$ cat src/rtl/linebuf_pkg.sv
// linebuf_pkg: types shared by the ifmap streamer and the line-buffer path.
//   pixel_t : one 8-bit feature-map pixel
//   state_e : ifmap_streamer frame FSM states
//   beat_t  : one stream beat {data, eol, eof}
package linebuf_pkg;

   typedef logic [7:0] pixel_t;

   typedef enum logic [1:0] {
      ST_IDLE  = 2'd0,
      ST_RUN   = 2'd1,
      ST_DRAIN = 2'd2,
      ST_DONE  = 2'd3
   } state_e;

   typedef struct packed {
      pixel_t data;
      logic   eol;
      logic   eof;
   } beat_t;

endpackage

$ cat src/rtl/stream_skid_fifo.sv
// stream_skid_fifo: 2-entry first-word-fall-through FIFO of beat_t.
// The head entry drives dout_o directly, so it is held stable until popped.
// Ports:
//   clk, rst   clock, synchronous active-high reset (clears entries and count)
//   push_i     write din_i this cycle (caller guarantees space)
//   din_i      beat to write
//   pop_i      consumer takes the head this cycle (ignored when empty)
//   valid_o    head holds a beat
//   dout_o     head beat
//   count_o    number of stored beats (0..2)
module stream_skid_fifo
   import linebuf_pkg::*;
(
   input  logic       clk,
   input  logic       rst,
   input  logic       push_i,
   input  beat_t      din_i,
   input  logic       pop_i,
   output logic       valid_o,
   output beat_t      dout_o,
   output logic [1:0] count_o
);

   beat_t      head_q, head_d;
   beat_t      tail_q, tail_d;
   logic [1:0] count_q, count_d;
   logic       do_pop;

   assign do_pop = pop_i && (count_q != 2'd0);

   always_comb begin
      head_d  = head_q;
      tail_d  = tail_q;
      count_d = count_q;
      case ({push_i, do_pop})
         2'b10: begin
            if (count_q == 2'd0) head_d = din_i;
            else                 tail_d = din_i;
            count_d = count_q + 2'd1;
         end
         2'b01: begin
            head_d  = tail_q;
            count_d = count_q - 2'd1;
         end
         2'b11: begin
            // simultaneous: the pushed beat lands behind whatever is left
            if (count_q == 2'd1) begin
               head_d = din_i;
            end else begin
               head_d = tail_q;
               tail_d = din_i;
            end
         end
         default: ;
      endcase
   end

   always_ff @(posedge clk) begin
      if (rst) begin
         head_q  <= '0;
         tail_q  <= '0;
         count_q <= '0;
      end else begin
         head_q  <= head_d;
         tail_q  <= tail_d;
         count_q <= count_d;
      end
   end

   assign valid_o = (count_q != 2'd0);
   assign dout_o  = head_q;
   assign count_o = count_q;

endmodule

$ cat src/rtl/ifmap_streamer.sv
// ifmap_streamer: reads an IMG_H x IMG_W feature map from a 1-cycle-latency
// SRAM and streams it in raster order over valid/ready, optionally wrapped in
// a one-pixel zero border.
// Build option: IFMAP_STREAMER_ZERO_PAD_EN defined -> zero border (P=1),
//               undefined -> plain IMG_H x IMG_W frame (P=0).
// Ports:
//   clk, rst             clock, synchronous active-high reset
//   start, base_addr     frame request and SRAM start address (IDLE only)
//   busy, done           frame in progress / one-cycle completion pulse
//   mem_rd_en, mem_addr  SRAM read strobe and address
//   mem_rdata            SRAM data, valid the cycle after mem_rd_en
//   out_valid/out_ready  beat handshake
//   out_data/eol/eof     pixel, last column of row, last pixel of frame
//
// state    | meaning
// ST_IDLE  | waiting for start
// ST_RUN   | issuing one position per cycle while credit allows
// ST_DRAIN | all positions issued, waiting for FIFO and read pipe to empty
// ST_DONE  | done pulse, back to idle
module ifmap_streamer
   import linebuf_pkg::*;
#(
   parameter int IMG_W  = 16,
   parameter int IMG_H  = 16,
   parameter int ADDR_W = 10
) (
   input  logic              clk,
   input  logic              rst,
   input  logic              start,
   input  logic [ADDR_W-1:0] base_addr,
   output logic              busy,
   output logic              done,
   output logic              mem_rd_en,
   output logic [ADDR_W-1:0] mem_addr,
   input  logic [7:0]        mem_rdata,
   output logic              out_valid,
   input  logic              out_ready,
   output logic [7:0]        out_data,
   output logic              out_eol,
   output logic              out_eof
);

`ifdef IFMAP_STREAMER_ZERO_PAD_EN
   localparam int P = 1;
`else
   localparam int P = 0;
`endif

   localparam int OUT_W = IMG_W + 2 * P;
   localparam int OUT_H = IMG_H + 2 * P;
   localparam int CW    = $clog2(OUT_W);
   localparam int RW    = $clog2(OUT_H);

   state_e            state_q, state_d;
   logic [RW-1:0]     row_q, row_d;
   logic [CW-1:0]     col_q, col_d;
   logic [ADDR_W-1:0] row_ptr_q, row_ptr_d;
   logic              inflight_q, inflight_d;
   logic              tag_zero_q, tag_zero_d;
   logic              tag_eol_q, tag_eol_d;
   logic              tag_eof_q, tag_eof_d;

   logic              issue;
   logic              pop;
   logic              credit_ok;
   logic              last_col, last_row;
   logic              border, interior_row;
   logic [1:0]        fifo_count;
   logic [ADDR_W-1:0] rd_addr;
   beat_t             ret_beat;
   beat_t             head_beat;

   assign pop      = out_valid && out_ready;
   // a beat popping this cycle frees its slot for the read issued now
   assign credit_ok = (({1'b0, fifo_count} - {2'b00, pop}) + {2'b00, inflight_q}) < 3'd2;

   assign last_col     = (col_q == CW'(OUT_W - 1));
   assign last_row     = (row_q == RW'(OUT_H - 1));
   assign border       = (P != 0) && ((row_q == '0) || last_row || (col_q == '0) || last_col);
   assign interior_row = (P == 0) || ((row_q != '0) && !last_row);
   assign rd_addr      = row_ptr_q + ADDR_W'(col_q) - ADDR_W'(P);

   always_comb begin
      state_d    = state_q;
      row_d      = row_q;
      col_d      = col_q;
      row_ptr_d  = row_ptr_q;
      issue      = 1'b0;
      case (state_q)
         ST_IDLE: begin
            if (start) begin
               row_ptr_d = base_addr;
               row_d     = '0;
               col_d     = '0;
               state_d   = ST_RUN;
            end
         end
         ST_RUN: begin
            if (credit_ok) begin
               issue = 1'b1;
               if (last_col) begin
                  col_d = '0;
                  row_d = row_q + RW'(1);
                  if (interior_row) row_ptr_d = row_ptr_q + ADDR_W'(IMG_W);
                  if (last_row) state_d = ST_DRAIN;
               end else begin
                  col_d = col_q + CW'(1);
               end
            end
         end
         ST_DRAIN: begin
            if ((fifo_count == 2'd0) && !inflight_q) state_d = ST_DONE;
         end
         ST_DONE: begin
            state_d = ST_IDLE;
         end
         default: state_d = ST_IDLE;
      endcase
      inflight_d = issue;
      tag_zero_d = border;
      tag_eol_d  = last_col;
      tag_eof_d  = last_col && last_row;
   end

   always_ff @(posedge clk) begin
      if (rst) begin
         state_q    <= ST_IDLE;
         row_q      <= '0;
         col_q      <= '0;
         row_ptr_q  <= '0;
         inflight_q <= 1'b0;
         tag_zero_q <= 1'b0;
         tag_eol_q  <= 1'b0;
         tag_eof_q  <= 1'b0;
      end else begin
         state_q    <= state_d;
         row_q      <= row_d;
         col_q      <= col_d;
         row_ptr_q  <= row_ptr_d;
         inflight_q <= inflight_d;
         tag_zero_q <= tag_zero_d;
         tag_eol_q  <= tag_eol_d;
         tag_eof_q  <= tag_eof_d;
      end
   end

   assign mem_rd_en = issue && !border;
   assign mem_addr  = mem_rd_en ? rd_addr : '0;
   assign busy      = (state_q != ST_IDLE);
   assign done      = (state_q == ST_DONE);

   // return stage: border slots carry a zero instead of the SRAM word
   always_comb begin
      ret_beat.data = tag_zero_q ? 8'h00 : mem_rdata;
      ret_beat.eol  = tag_eol_q;
      ret_beat.eof  = tag_eof_q;
   end

   stream_skid_fifo u_fifo (
      .clk     (clk),
      .rst     (rst),
      .push_i  (inflight_q),
      .din_i   (ret_beat),
      .pop_i   (pop),
      .valid_o (out_valid),
      .dout_o  (head_beat),
      .count_o (fifo_count)
   );

   assign out_data = head_beat.data;
   assign out_eol  = head_beat.eol;
   assign out_eof  = head_beat.eof;

endmodule

$ cat config.mk
export PLATFORM = sky130hd
export DESIGN_NAME = ifmap_streamer
export DESIGN_NICKNAME = d
export VERILOG_FILES = /design/src/rtl/linebuf_pkg.sv /design/src/rtl/stream_skid_fifo.sv /design/src/rtl/ifmap_streamer.sv
export SDC_FILE = /design/constraint.sdc
export NUM_CORES = 1
export LEC_CHECK = 0
export BUFFER_PORTS_ARGS = -buffer_cell sky130_fd_sc_hd__buf_4
export CORE_MARGIN = 1
export CORE_UTILIZATION = 25
export CTS_CLUSTER_SIZE = 28
export DETAILED_ROUTE_END_ITERATION = 12
export GPL_ROUTABILITY_DRIVEN = 0
export PLACE_DENSITY = 0.42
export REMOVE_ABC_BUFFERS = 1
export SLEW_MARGIN = 0
export SYNTH_ARGS = -nofsm -noshare
export SYNTH_HDL_FRONTEND = slang
export SYNTH_SLANG_ARGS = --single-unit
$ cat constraint.sdc
create_clock -name clk -period 4.4 [get_ports clk]
set_input_delay 0.44 -clock clk [delete_from_list [all_inputs] [get_ports clk]]
set_output_delay 0.44 -clock clk [all_outputs]
set_load 0.02 [all_outputs]
==> impl_metrics.yaml <==
route:
  drt-vias-per-instance: 4.56
  wl_per_cell_um: 12.2
  dr.pass1.iters: 4
  drt_iter0_drc: 69
  drt_wl_total_um: 5560
  num_vias: 2077
  drc_errors: 0
  detail-route-antenna-nets: 0
clock_tree:
  cts_buffers: 5
  cts_sinks: 45
  cts_hold_buf: 0
  clock_path_buffers: 2
  cts_max_level: 2
  postCtsSetupBuffers: 0
  ctsResizeCount: 0
  cts-root-buf: "clkbuf_8"
  worstSkewPairLatency_ns: 0.30
  path_clk_slew_ns: 0.10
  cts_tree: "built"
timing:
  fin_setup_tns_ns: 0
  maxSlewHeadroom_pct: 41.9
  worst_pin_slew_ns: 0.872
  rsz0062_at_grt: "false"
  fin_skew_ns: 0.00712
  hold_violations: 0
  fin_crit_ns: 3.54
  finalCritPeriodShare_pct: 80.4
  fmax_mhz: 283
  slew_viol_final: 0
  finalSetupViolations: 0
finish:
  final_cell_area_um2: 2950
  drive_above_1_share_pct: 18.4
  fin_cells: 455
  nFillCells: 1019
  diodes: 0
  fin_util_pct: 31.8
  seq_area_um2: 901
  multi_input_comb_area_um2: 1390
  synthToLayoutAreaGrowth_pct: 22.5
  nNetsFinal: 366
floorplanning:
  start_util_pct: 26.0
  die_h_um: 100
  num_rows: 35
  pin_count: 46
  die_w_um: 100
  fp.coreArea_um2: 9280
  die-area_um2: 10000
global_route:
  grt_pass1_vias: 1849
  overflow: 0
  antenna_found_initial: 0
  met1_usage_pct: 16.2
  grtUsageMet3_pct: 2.23
  busiest_layer: "met2"
  met2_usage_pct: 16.7
  grt_pass1_wl_um: 8940
  grt_max_degree: 48
  track_usage_pct: 11.2
synthesis:
  yosys_warnings: 0
  synth_largest_area_cell: "dfxtp_1"
  synth_cell_types: 42
  async_reset_ff_share_pct: 0
  yosys-top-cells-area: "dfxtp_1, ha_1, nor2_1, mux2i_1, a211oi_1"
  synth_area_um2: 2410
  syn_inst: 286
  ys_seq_elements: 45
  synth_edf_count: 0
  syn_area_per_cell_um2: 8.43
  ys_seq_area_share_pct: 37.3
  synthFlopType: "dfxtp_1"
  yosys.area.top_type_share_pct: 37.3
placement:
  hpwlAfterDp_um: 3870
  place_inst: 447
  io_buffers: 45
  dpl_cell_area_um2: 2860
power:
  ir_worst_vdd_v: 0.000258
  p_leak_nw: 1.26
  cellPowerDensity_nw_per_um2: 586
setup_path:
  start_kind: "flop"
  arrival_ns: 3.10
  path_max_fanout: 11
  cp-end-kind: "primary output"
  required_ns: 3.96
  crit_type: "reg -> out"
min_path:
  hold_class: "in -> reg"
run_status:
  outcome: "complete, no violations"
flow_run:
  timing.max_cap.violations: 0
flip-flops by register name, summed over array words and instances, names as in the netlist:
signal and cells:
row_ptr_q 10, u_fifo.dout_o 10, tag_eof_q 1, col_q 4
state_q 2, row_q 4, u_fifo.tail_q 10, tag_eol_q 1
inflight_q 1, u_fifo.count_o 2
report_power, final:
| group | internal (W) | leakage [nW] | switching (W) |
|---|---|---|---|
| Sequential | 0.000504 | 0.366 | 0.0000758 |
| Clock | 0.000116 | 0.0452 | 0.000157 |
| Combinational | 0.000348 | 0.846 | 0.000531 |
| Total | 0.000968 | 1.26 | 0.000764 |
path summary, 6_finish.rpt:
path | slack, ns | startpoint | to | cells past startpoint
max | 0.86 | u_fifo.count_o[1]$_SDFFE_PP0P_ | mem_addr[2] | 12
min | 0.37 | mem_rdata[2] | u_fifo.tail_q[4]$_SDFFE_PP0P_ | 3
max reg2reg | 1.21 | u_fifo.count_o[1]$_SDFFE_PP0P_ | row_q[3]$_SDFFE_PP0P_ | 13
min reg2reg | 0.48 | row_q[1]$_SDFFE_PP0P_ | row_q[1]$_SDFFE_PP0P_ | 2
layout by cell type, fill, tap and decap left out, drive strengths merged, types with 4 or more instances in the layout:
| master | instances |
|---|---|
| inv | 19 |
| nor3b | 5 |
| clkbuf | 5 |
| and3 | 4 |
| nor3 | 6 |
| nand3 | 7 |
| buf | 46 |
| dfxtp | 45 |
| nand2 | 14 |
| nor2 | 45 |
| a211oi | 15 |
| ha | 17 |
| nand2b | 4 |
| mux2i | 12 |
| xor2 | 4 |
| a22oi | 11 |
| o21ai | 15 |
| xnor2 | 4 |
| a21oi | 22 |
cell usage after synthesis (4+ instances only):
cell type	n
dfxtp_1	45
nor2_1	45
a21oi_1	21
ha_1	17
inv_1	17
a211oi_1	15
nand2_1	14
o21ai_0	13
mux2i_1	12
a22oi_1	11
clkbuf_1	11
nand3_1	7
nor3_1	6
nor3b_1	5
nand2b_1	4
xor2_1	4
routing by layer:
metal / share of wire [%] / up-vias
li1: - / 1074
met1: 52 / 961
met2: 44 / 37
met3: 3.4 / 5
met4: 0.94 / 0
met5: 0 / -
area by class of cell:
cell class / instances / area share, %
multi-input combinational: 210 / 47.0
sequential: 45 / 30.5
timing repair buffer: 46 / 11.7
tap: 129 / 5.46
clock buffer: 5 / 2.33
inverter: 17 / 2.16
clock inverter: 3 / 0.847
cells by family (layout without fill, tap and decap cells):
kind of cell | count (synthesis) | in the layout | synth area share [%]
mux | 12 | 12 | 4.98
flops | 45 | 45 | 37.3
compound gates | 72 | 72 | 19.1
simple gates | 99 | 99 | 19.8
xor+xnor | 8 | 8 | 3.22
buf+inv | 31 | 71 | 5.08
fa+ha+maj | 19 | 19 | 10.5
worst max-delay path, stage by stage (launching register included):
cell,delay [ns]
dfxtp_1,0.43
inv_1,0.11
ha_1,0.21
inv_1,0.09
nand2_1,0.09
inv_1,0.10
ha_1,0.23
nand2b_1,0.15
fa_1,0.41
xnor2_2,0.22
nand2_1,0.31
nor3_1,0.28
buf_4,0.17
stage by stage:
stage / worst slack, ns / total power [W] / hold slack (ns)
finish: 0.862 / 0.00173 / 0.372
global route: 0.627 / 0.00190 / 0.363
CTS: 0.823 / 0.00176 / 0.367
detailed placement: 1.17 / 0.00148 / 0.468
global placement: 1.26 / 0.00148 / 0.462
floorplan: 1.17 / 0.00120 / 0.443
No activity file was read; power rests on OpenSTA's default activity.
